## config.mk

```make
export PLATFORM = sky130hd
export DESIGN_NAME = sa_matrix_feeder
export DESIGN_NICKNAME = d
export VERILOG_FILES = /design/src/rtl/sa_matrix_feeder.sv
export SDC_FILE = /design/constraint.sdc
export NUM_CORES = 1
export LEC_CHECK = 0
export ABC_AREA = 1
export CORE_MARGIN = 1
export CORE_UTILIZATION = 54
export DETAILED_ROUTE_END_ITERATION = 8
export MAX_ROUTING_LAYER = met4
export PLACE_DENSITY = 0.78
export SYNTH_ARGS = -nofsm -noshare
export SYNTH_HDL_FRONTEND = slang
export SYNTH_SLANG_ARGS = --single-unit
```

## constraint.sdc

```tcl
create_clock -name clk -period 1.7 [get_ports clk]
set_input_delay 0.34 -clock clk [delete_from_list [all_inputs] [get_ports clk]]
set_output_delay 0.34 -clock clk [all_outputs]
set_load 0.005 [all_outputs]
```

## src/rtl/sa_matrix_feeder.sv

```systemverilog
// sa_matrix_feeder: bit-matrix store that streams rows to a systolic array and returns its rank result
module sa_matrix_feeder #(
    parameter int DAT_W   = 4,
    parameter int TIMEOUT = 32
) (
    input  logic                     clk,
    input  logic                     rst_b,
    input  logic                     wr_en,
    input  logic [$clog2(DAT_W)-1:0] wr_addr,
    input  logic [DAT_W-1:0]         wr_data,
    input  logic                     go,
    output logic                     busy,
    output logic                     sa_start,
    output logic [DAT_W-1:0]         sa_data,
    input  logic                     sa_finish,
    input  logic                     sa_full_rank,
    output logic                     res_valid,
    input  logic                     res_ready,
    output logic                     res_full_rank,
    output logic                     res_timeout
);
    localparam int AW = $clog2(DAT_W);
    localparam int CW = $clog2(DAT_W + 1);
    localparam int WW = $clog2(TIMEOUT + 1);
    typedef enum logic [1:0] {IDLE, STREAM, WAIT, DONE} state_t;
    state_t                           state_q, state_d;
    logic [DAT_W-1:0][DAT_W-1:0]      mem_q, mem_d;
    logic [CW-1:0]                    cnt_q, cnt_d;
    logic [WW-1:0]                    wcnt_q, wcnt_d;
    logic                             sa_start_q, sa_start_d;
    logic [DAT_W-1:0]                 sa_data_q, sa_data_d;
    logic                             res_fr_q, res_fr_d;
    logic                             res_to_q, res_to_d;
    always_comb begin
        state_d    = state_q;
        mem_d      = mem_q;
        cnt_d      = cnt_q;
        wcnt_d     = wcnt_q;
        sa_start_d = sa_start_q;
        sa_data_d  = sa_data_q;
        res_fr_d   = res_fr_q;
        res_to_d   = res_to_q;
        case (state_q)
            IDLE: begin
                if (go) begin
                    state_d    = STREAM;
                    sa_start_d = 1'b1;
                    sa_data_d  = mem_q[0];
                    cnt_d      = CW'(1);
                end else if (wr_en && int'(wr_addr) < DAT_W) begin
                    mem_d[wr_addr] = wr_data;
                end
            end
            STREAM: begin
                sa_start_d = 1'b0;
                if (cnt_q == CW'(DAT_W)) begin
                    sa_data_d = '0;
                    state_d   = WAIT;
                    wcnt_d    = '0;
                end else begin
                    sa_data_d = mem_q[cnt_q[AW-1:0]];
                    cnt_d     = cnt_q + CW'(1);
                end
            end
            WAIT: begin
                // finish wins over a coincident timeout
                if (sa_finish) begin
                    res_fr_d = sa_full_rank;
                    res_to_d = 1'b0;
                    state_d  = DONE;
                end else if (wcnt_q == WW'(TIMEOUT - 1)) begin
                    res_fr_d = 1'b0;
                    res_to_d = 1'b1;
                    state_d  = DONE;
                end else begin
                    wcnt_d = wcnt_q + WW'(1);
                end
            end
            DONE: state_d = res_ready ? IDLE : DONE;
        endcase
    end
    always_ff @(posedge clk or negedge rst_b) begin
        if (!rst_b) begin
            state_q    <= IDLE;
            mem_q      <= '0;
            cnt_q      <= '0;
            wcnt_q     <= '0;
            sa_start_q <= 1'b0;
            sa_data_q  <= '0;
            res_fr_q   <= 1'b0;
            res_to_q   <= 1'b0;
        end else begin
            state_q    <= state_d;
            mem_q      <= mem_d;
            cnt_q      <= cnt_d;
            wcnt_q     <= wcnt_d;
            sa_start_q <= sa_start_d;
            sa_data_q  <= sa_data_d;
            res_fr_q   <= res_fr_d;
            res_to_q   <= res_to_d;
        end
    end
    assign busy          = state_q != IDLE;
    assign sa_start      = sa_start_q;
    assign sa_data       = sa_data_q;
    assign res_valid     = state_q == DONE;
    assign res_full_rank = res_fr_q;
    assign res_timeout   = res_to_q;
endmodule

```

* Yosys cells after proc, flatten, opt, wreduce, memory -nomap -nowiden *
Cells that the tools add are included.

cells by class
  multiplexer cells = 27
  add/sub/neg operators = 2
  eq/ne operators = 11
  reduce and logical (&&, ||, !) cells = 12
  bitwise logic cells = 1
  order comparisons = 3

operators with widths
  operator               number
  $mux W6                3
  $bwmux W16             1
  $mux W4                4
  $pmux W6 S2            1
  $mux W2                5
  $ne A2 B2 Y1 const B   5
  $reduce_and A3 Y1      3
  $bmux W4 S2            1
  $demux W4 S2           1
  $pmux W2 S4            1
  $pmux W4 S2            1
  $reduce_bool A2 Y1     4
  $add A6 B1 Y6 const B  1
  $eq A6 B5 Y1 const B   1
  $lt A2 B3 Y1 const B   2
  $mux W3                2
  $pmux W3 S2            1
  $mux W1                5
  $eq A2 B2 Y1 const B   2
  $reduce_and A2 Y1      2
  $reduce_and A4 Y1      1
  $add A3 B1 Y3 const B  1
  $eq A3 B3 Y1 const B   1
  $ne A3 B3 Y1 const B   1
  other kinds (6)        6

storage, ports and cells
  bits of input ports = 13
  logic and storage cells = 67
  bits in registers = 34
  output and inout port bits = 9

* Logic depth before layout (Yosys ltp) *
Gate-level depths: netlist (run 1).

  depth after elaboration = 5
  depth in mapped cells = 9
  mapped depth without buffers = 9

* Least setup slack after synthesis (run 1) *
OpenSTA, ideal clock, no wires.

  path kind = register to register
  start = register cnt_q[0]
  end = register cnt_q[2]
  data arrival time = 1.369 ns
  period minus slack after synthesis = 1.493 ns
  library setup time = 0.123 ns
  required time = 1.577 ns
  path buffers = 0
  stages on the path, launching flop included = 9
  path slack = 0.207 ns
  path through = dfrtp_1 -> clkinv_1 -> ha_1 -> nand2_1 -> inv_1 -> nor2_4 -> nand2_1 -> o21ai_0 -> a21oi_1

between the ends
  cells in the longest elaborated chain, start to end = 3
  elaborated cells on any way between the ends = 6
  those cells by class = add/sub (1); eq/ne (2); mux (2); reduce/logical (1)

ends and longest elaborated chain
  what                                              line    text
  start: declaration                                28      logic [CW-1:0] cnt_q, cnt_d;
  start signal: assignment                          95      cnt_q <= cnt_d;
  $add A3 B1 Y3 or $eq A3 B3 Y1 (tied branches)     62, 56
  $mux W3 or $ne A2 B2 Y1 (tied branches)           n/a
  $pmux W3 S2 or $reduce_and A3 Y1 (tied branches)  n/a

Several ways; a longest one is shown, not always the timed one. The select of a mux whose other input is x is not followed.
A chain may end at the register's enable or synchronous reset.

* Worst setup path in the final report (run 1) *
  start = register state_q[0]
  end = output busy

between the ends
  cells in the longest elaborated chain, start to end = 1

ends and longest elaborated chain
  what                      line  text
  start: declaration        26    state_t state_q, state_d;
  start signal: assignment  93    state_q <= state_d;
  $reduce_bool A2 Y1        103   assign busy = state_q != IDLE;
  end: declaration          12    output logic busy,

No other way between the ends.

==> parameters.txt, run 1 <==
Parameter                              Value

Synth
  Synthesized instance count    212
  Number of flops mapped to enable cells by yosys    0
  Async set-or-reset flop fraction in the synthesized netlist    1.00
  Number of nets produced by synthesis    228
  Leading area contributor after synthesis    sky130_fd_sc_hd__dfrtp_1
  Commonest cells in the netlist    68 x sky130_fd_sc_hd__nand2_1, 34 x sky130_fd_sc_hd__dfrtp_1, 30 x sky130_fd_sc_hd__o21ai_0
  Avg Cell Area, Syn    8.26 µm²
  Number of distinct library cells after synthesis    24
  Dominant cell by count in the synthesized netlist    sky130_fd_sc_hd__nand2_1
  Number of synthesis warnings    0
  Sequential share of the synthesized area    0.486
  Most instantiated flip-flop cell in the synthesis netlist    sky130_fd_sc_hd__dfrtp_1
  Top post-synthesis cells by area    sky130_fd_sc_hd__dfrtp_1 49%, sky130_fd_sc_hd__nand2_1 15%, sky130_fd_sc_hd__o21ai_0 8.6%, sky130_fd_sc_hd__inv_1 4.9%, sky130_fd_sc_hd__nor2_4 3.2%
  Flops & latches, synth    34
  Proportion of netlist area held by the largest area contributor    0.486
  Cell area after synthesis    1750 µm²

Timing
  Timing-limited maximum frequency    0.617 GHz
  Slew HR    0.709
  Max-slew violation count    0
  Final cycle utilization of the critical path    0.954
  Fin Setup TNS    0 ns
  Worst-Margin Slew    0.437 ns
  Post-layout min period    1.62 ns
  Final count of hold timing violations    0
  Setup skew after layout    0.00505 ns
  Final setup vio count    0
  RSZ-0062 raised after global routing    false

Routing
  Post-route DRC    0
  Pre-Repair DR Iteration Count    4
  Detailed router's first-iteration violation count    70
  Post-Route WL    3700 µm
  Average vias per placed instance    5.02
  Remaining antenna violation count after routing    0
  Number of vias in the routed layout    1492
  DR WL/cell    12.5 µm

Setup path
  Arrival time reported for the critical path endpoint    1.28 ns
  Critical path endpoint category    output port
  Cell family contributing the most delay on the critical path    flip-flops
  Delay of the slowest critical-path stage    0.43 ns
  Slowest stage cell on the critical path    sky130_fd_sc_hd__dfrtp_2
  Type of element launching the critical path    flip-flop
  Reg-to-Reg End    wcnt_q[4]$_DFFE_PN0P_
  Critical Path RT    1.36 ns
  Buffers plus inverters on the worst setup path    3
  Flop2flop setup slack    0.13 ns
  Start of the worst register-to-register path    state_q[0]$_DFFE_PN0P_
  Setup Crit Path Kind    flip-flop to output port
  Reg2reg path depth    9
  Critical path cell sequence    buf_4 -> nor2_4 -> inv_2 -> clkdlybuf4s15_1
  Largest fanout on the critical path    3

Clock tree
  Clock edge transition at the registers on the reported setup and hold paths    0.11 ns
  Inserted Clock Buffers    5
  Worst-case clock buffer depth    2
  Clock insertion delay at the later pin of the skew report    0.34 ns
  Clock root cell    sky130_fd_sc_hd__clkbuf_4
  # hold bufs at CTS    0
  Number of clock sinks    34
  Number of levels the H-tree was split into    2
  CTS tree    built

Power
  Switching power    1.33 mW
  Clock network fraction of total power    0.159
  Switch share    0.379
  Overall power after layout    3.51 mW
  VDD IR max    0.851 mV
  Power share of the sequential group    0.382
  P_int    2.18 mW
  Static Leak    1.06 nW
  Pwr dens    1610 nW/µm²
  Combinational group share of total power    0.459

Floorplan
  Standard cell core area    3050 µm²
  Die area    3470 µm²
  Starting density of the core    0.573
  Die Width    58.9 µm
  IO Pins    22
  Standard-cell rows    20
  Vertical die dimension    58.9 µm

Global route
  Wire length of the first global-routing pass    6380 µm
  Global router's overall resource usage    0.260
  Leftover overflow at the end of global routing    0
  Largest net degree at the start of global routing    35
  Initial antenna violation count    0
  Number of global-route vias before repair    1382

Layout
  Area of all placed cells without fillers    2180 µm²
  Share of post-route cells with drive strength above 1    0.170
  Diodes inserted    0
  Net total in the final layout    268
  Final cell utilization of the core    0.716
  Area growth from synthesis to final layout    24.8%

Placed design
  Post-detailed-placement cell area    2040 µm²
  Count of buffers from port buffering    21
  Placed wire-length estimate after detailed placement    2580 µm
  Gpl congestion    0.810

Flow run
  Reported max-cap violation count    0

Status
  Result of the run    completed

Min path
  Type of the worst min-delay path    primary input to async pin
==> flip-flops by register name, indices dropped and copies added, names as in the netlist <==
name           count
state_q            2
mem_q             16
res_timeout        1
wcnt_q             6
res_full_rank      1
sa_start           1
sa_data            4
cnt_q              3
==> worst register-to-register path, stage by stage (launching register included) <==
cell and delay, ns:
sky130_fd_sc_hd__dfrtp_2 0.43, sky130_fd_sc_hd__buf_4 0.14, sky130_fd_sc_hd__buf_4 0.14, sky130_fd_sc_hd__buf_4 0.15
sky130_fd_sc_hd__nand2_4 0.13, sky130_fd_sc_hd__nor2_4 0.09, sky130_fd_sc_hd__nor2_4 0.10, sky130_fd_sc_hd__nand3_4 0.12
sky130_fd_sc_hd__nand2_1 0.08, sky130_fd_sc_hd__o21ai_0 0.08
==> kinds of logic (layout without fill, tap and decap cells) <==
family / Yosys count / count (layout) / share of synthesized area
AOI/OAI and AO/OA: 46 / 46 / 0.139
xor gates and xnor gates: 1 / 1 / 0.00500
adders and majority gates: 3 / 3 / 0.0214
buffers and inverters: 29 / 70 / 0.0722
DFF: 34 / 34 / 0.486
and+or+nand+nor: 99 / 99 / 0.276
==> power by group through the flow <==
stage / Clock (mW) / Sequential (mW) / Combinational, mW
final: 0.557 / 1.34 / 1.61
after global routing: 0.607 / 1.38 / 1.83
after CTS: 0.570 / 1.34 / 1.57
after detailed placement: 0 / 1.37 / 1.48
after global placement: 0 / 1.37 / 1.44
after floorplan: 0 / 1.33 / 0.970
==> layout by cell type (no fill, tap or decap) <==
cell                               n
sky130_fd_sc_hd__a21boi_0          4
sky130_fd_sc_hd__a21oi_1           7
sky130_fd_sc_hd__buf_4            14
sky130_fd_sc_hd__clkbuf_4          5
sky130_fd_sc_hd__clkbuf_8          3
sky130_fd_sc_hd__clkdlybuf4s15_1   1
sky130_fd_sc_hd__clkdlybuf4s50_1  19
sky130_fd_sc_hd__clkinv_1          1
sky130_fd_sc_hd__dfrtp_1          32
sky130_fd_sc_hd__dfrtp_2           2
sky130_fd_sc_hd__dlymetal6s2s_1    1
sky130_fd_sc_hd__ha_1              3
sky130_fd_sc_hd__inv_1            23
sky130_fd_sc_hd__inv_2             3
sky130_fd_sc_hd__nand2_1          67
sky130_fd_sc_hd__nand2_2           1
sky130_fd_sc_hd__nand2_4           1
sky130_fd_sc_hd__nand3_1           6
sky130_fd_sc_hd__nand3_2           5
sky130_fd_sc_hd__nand3_4           1
sky130_fd_sc_hd__nand3b_1          1
sky130_fd_sc_hd__nand4_1           2
sky130_fd_sc_hd__nor2_1            7
sky130_fd_sc_hd__nor2_2            2
sky130_fd_sc_hd__nor2_4            5
sky130_fd_sc_hd__o21ai_0          30
sky130_fd_sc_hd__o21ai_1           4
sky130_fd_sc_hd__o221ai_1          1
sky130_fd_sc_hd__or2_2             1
sky130_fd_sc_hd__xor2_1            1
==> layer usage <==
metal  vias up  GRT usage  wire (µm)
met3         4     0.0462        113
met5         -          -          0
met2        23      0.393       1750
met1       704      0.345       1790
li1        761          -          -
met4         0      0.112         49
==> layout make-up <==
class / count / area (µm²)
fill: 258 / 868
sequential: 34 / 853
multi-input combinational: 149 / 778
timing repair buffer: 35 / 318
inverter: 27 / 101
clock buffer: 8 / 78.8
tap: 44 / 55.1
==> timing repair <==
action                                  in CTS  in global routing
endpoints found under the setup margin       2                  3
endpoints found under the hold margin        0                  0
setup buffers                                5                  2
resized for setup                            4                  3
pin swaps                                    1                  1
==> per-stage QoR <==
stage | hold slack, ns | cells | setup WS, ns
2_1_floorplan | 0.0444 | 212 | 0.207
3_3_place_gp | 0.453 | 282 | 0.0805
3_5_place_dp | 0.457 | 282 | 0.0631
4_1_cts | 0.400 | 295 | 0.00352
5_1_grt | 0.414 | 297 | 0.00465
6_report | 0.392 | 297 | 0.0787
==> worst max path at each step <==
| stage | endpoint | cells after the start | from | slack (ns) |
|---|---|---|---|---|
| after floorplan | cnt_q[2]$_DFFE_PN0P_ | 8 | cnt_q[0]$_DFFE_PN0P_ | 0.21 |
| after global routing | busy | 4 | state_q[0]$_DFFE_PN0P_ | 0.005 |
| final | busy | 4 | state_q[0]$_DFFE_PN0P_ | 0.08 |
| after detailed placement | mem_q[5]$_DFFE_PN0P_ | 6 | go | 0.06 |
| after CTS | res_valid | 3 | state_q[1]$_DFFE_PN0P_ | 0.004 |
| after global placement | mem_q[1]$_DFFE_PN0P_ | 7 | go | 0.08 |
No activity file was read; power rests on OpenSTA's default activity.
==> inputs of run 2 (changes only) <==
SETUP_SLACK_MARGIN = 0.05   (was not set)
==> run 2 against run 1 <==
Total power grew 0.64%. Count of clock-buffer cells in the layout is the same. Non-clock buffer count is the same. Sequential power is essentially flat. Maximum frequency grew 3.2%. Die area is the same. Combinational power is essentially flat. Clock power grew 0.9%. Flip-flop and latch count is the same. Via count grew 0.74%. Register-to-register slack gained 0.03 ns.
==> parameters.txt, run 2 (synthesized netlist as in run 1, its figures left out) <==
Parameter                              Value

Timing
  Hold slack    0.389 ns (-0.00323 ns)
  Final count of hold timing violations    0 (unchanged)
  Worst-Margin Slew    0.440 ns (+0.00334 ns)
  Slew HR    0.707 (-0.00223)
  Minimum setup slack in the final design    0.128 ns (+0.0496 ns)
  Timing-limited maximum frequency    0.636 GHz (+3.2%)
  Fin Setup TNS    0 ns (unchanged)
  Max-slew violation count    0 (unchanged)
  Setup skew after layout    0.00776 ns (+0.00271 ns)
  RSZ-0062 raised after global routing    false
  Final setup vio count    0 (unchanged)
  Final cycle utilization of the critical path    0.924 (-0.0292)
  Post-layout min period    1.57 ns (-0.0496 ns)

Global route
  Largest net degree at the start of global routing    35 (unchanged)
  Global router's overall resource usage    0.260 (unchanged)
  Leftover overflow at the end of global routing    0 (unchanged)
  Wire length of the first global-routing pass    6380 µm (unchanged)
  Number of global-route vias before repair    1382 (unchanged)
  Initial antenna violation count    0 (unchanged)

Clock tree
  Clock root cell    sky130_fd_sc_hd__clkbuf_4
  Clock insertion delay at the later pin of the skew report    0.34 ns (about the same)
  Clock edge transition at the registers on the reported setup and hold paths    0.11 ns (about the same)
  CTS tree    built
  Worst-case clock buffer depth    2 (unchanged)
  Number of clock sinks    34 (unchanged)
  Inserted Clock Buffers    5 (unchanged)
  # hold bufs at CTS    0 (unchanged)
  Number of levels the H-tree was split into    2 (unchanged)

Layout
  Final cell utilization of the core    0.716 (unchanged)
  Diodes inserted    0 (unchanged)
  Share of post-route cells with drive strength above 1    0.174 (+0.00395)
  Flip-flop count of the largest register after layout    16 (unchanged)
  Area of all placed cells without fillers    2180 µm² (unchanged)
  Area growth from synthesis to final layout    24.8% (unchanged)
  Most used cells in the layout excluding fill and tap cells    67 x sky130_fd_sc_hd__nand2_1, 32 x sky130_fd_sc_hd__dfrtp_1, 30 x sky130_fd_sc_hd__o21ai_0
  Net total in the final layout    268 (unchanged)
  Most frequent standard cell in the layout excluding fill and tap cells    sky130_fd_sc_hd__nand2_1
  Register name with the most flops    mem_q

Placed design
  Post-detailed-placement cell area    2040 µm² (unchanged)
  Post-Place Worst Slack    0.0631 ns (unchanged)
  Gpl congestion    0.810 (unchanged)
  Count of buffers from port buffering    21 (unchanged)
  Placed wire-length estimate after detailed placement    2580 µm (unchanged)

Routing
  Pre-Repair DR Iteration Count    4 (unchanged)
  Average vias per placed instance    5.06 (+0.74%)
  DR WL/cell    12.5 µm (+0.59%)
  Detailed router's first-iteration violation count    63 (-10%)
  Number of vias in the routed layout    1503 (+0.74%)
  Post-Route WL    3720 µm (+0.59%)
  Post-route DRC    0 (unchanged)
  Remaining antenna violation count after routing    0 (unchanged)

Setup path
  Largest fanout on the critical path    3 (unchanged)
  Critical Path RT    1.36 ns (about the same)
  Start point of the critical path    state_q[0]$_DFFE_PN0P_
  Reg-to-Reg End    wcnt_q[4]$_DFFE_PN0P_
  Critical path endpoint category    output port
  Delay of the slowest critical-path stage    0.43 ns (about the same)
  Buffers plus inverters on the worst setup path    3 (unchanged)
  Start of the worst register-to-register path    state_q[0]$_DFFE_PN0P_
  Type of element launching the critical path    flip-flop
  Critical path cell sequence    buf_4 -> nand2_2 -> inv_1 -> dlygate4sd2_1
  Arrival time reported for the critical path endpoint    1.23 ns (-0.05 ns)
  Reg2reg path depth    9 (unchanged)
  Slowest stage cell on the critical path    sky130_fd_sc_hd__dfrtp_2
  Capture point of the worst path    res_valid
  Flop2flop setup slack    0.16 ns (+0.03 ns)
  Setup Crit Path Kind    flip-flop to output port
  Total stage count of the critical path    4 (unchanged)
  Cell family contributing the most delay on the critical path    flip-flops

Flow run
  Reported max-cap violation count    0 (unchanged)

Power
  VDD IR max    0.851 mV (about the same)
  Switch share    0.382 (+0.00307)
  Combinational group share of total power    0.461 (+0.002)
  Power share of the sequential group    0.380 (-0.002)
  Static Leak    1.05 nW (-1.2%)
  Clock network fraction of total power    0.159 (about the same)
  Pwr dens    1620 nW/µm² (+0.64%)
  P_int    2.18 mW (+0.15%)
  Switching power    1.35 mW (+1.5%)

Min path
  Type of the worst min-delay path    primary input to async pin

Status
  Result of the run    completed

Floorplan
  Die Width    58.9 µm (unchanged)
  Standard-cell rows    20 (unchanged)
  IO Pins    22 (unchanged)
  Standard cell core area    3050 µm² (unchanged)
  Vertical die dimension    58.9 µm (unchanged)
  Starting density of the core    0.573 (unchanged)
  Die area    3470 µm² (unchanged)
run 2: cell count changes in the layout (fill, tap and decap cells not counted), sizes merged:
| cell | before | now |
|---|---|---|
| dlygate4sd2 | 0 | 1 |
| dlymetal6s2s | 1 | 0 |
| clkdlybuf4s15 | 1 | 0 |
| clkbuf | 8 | 9 |
run 2: cell type report:
cell class | count | area, µm²
multi-input combinational | 149 | 787
clock buffer | 8 | 78.8
timing repair buffer | 35 | 309
sequential | 34 | 853
inverter | 27 | 101
tap | 44 | 55.1
fill | 259 | 868
run 2: timing repair:
item,CTS,global route
cloned,0,0
pin swaps,1,1
setup endpoints to repair,2,7
setup buffers,5,2
resized for setup,5,4
run 2: stage by stage:
| step | instances | power (mW) |
|---|---|---|
| floorplan | 212 | 2.30 |
| global placement | 282 | 2.81 |
| detailed placement | 282 | 2.84 |
| CTS | 295 | 3.47 |
| global route | 297 | 3.83 |
| finish | 297 | 3.53 |
run 2: worst min path at each step:
| stage | endpoint | slack [ns] | cells past startpoint |
|---|---|---|---|
| 2_1_floorplan | cnt_q[0]$_DFFE_PN0P_ | 0.04 | 0 |
| 3_3_place_gp | sa_start$_DFFE_PN0P_ | 0.45 | 2 |
| 3_5_place_dp | sa_start$_DFFE_PN0P_ | 0.46 | 2 |
| 4_1_cts | mem_q[7]$_DFFE_PN0P_ | 0.40 | 2 |
| 5_1_grt | cnt_q[2]$_DFFE_PN0P_ | 0.41 | 2 |
| 6_report | sa_data[3]$_DFFE_PN0P_ | 0.39 | 2 |
run 2: metal layers:
layer,up-vias,share of wire,global-route usage
li1,764,-,-
met1,711,0.49,0.345
met2,23,0.47,0.393
met3,5,0.024,0.0462
met4,0,0.017,0.112
met5,-,0,-
run 2: power by group through the flow:
stage	combinational [mW]	sequential [mW]	clock (mW)
2_1_floorplan	0.970	1.33	0
3_3_place_gp	1.44	1.37	0
3_5_place_dp	1.48	1.37	0
4_1_cts	1.56	1.34	0.570
5_1_grt	1.84	1.38	0.607
6_report	1.63	1.34	0.562
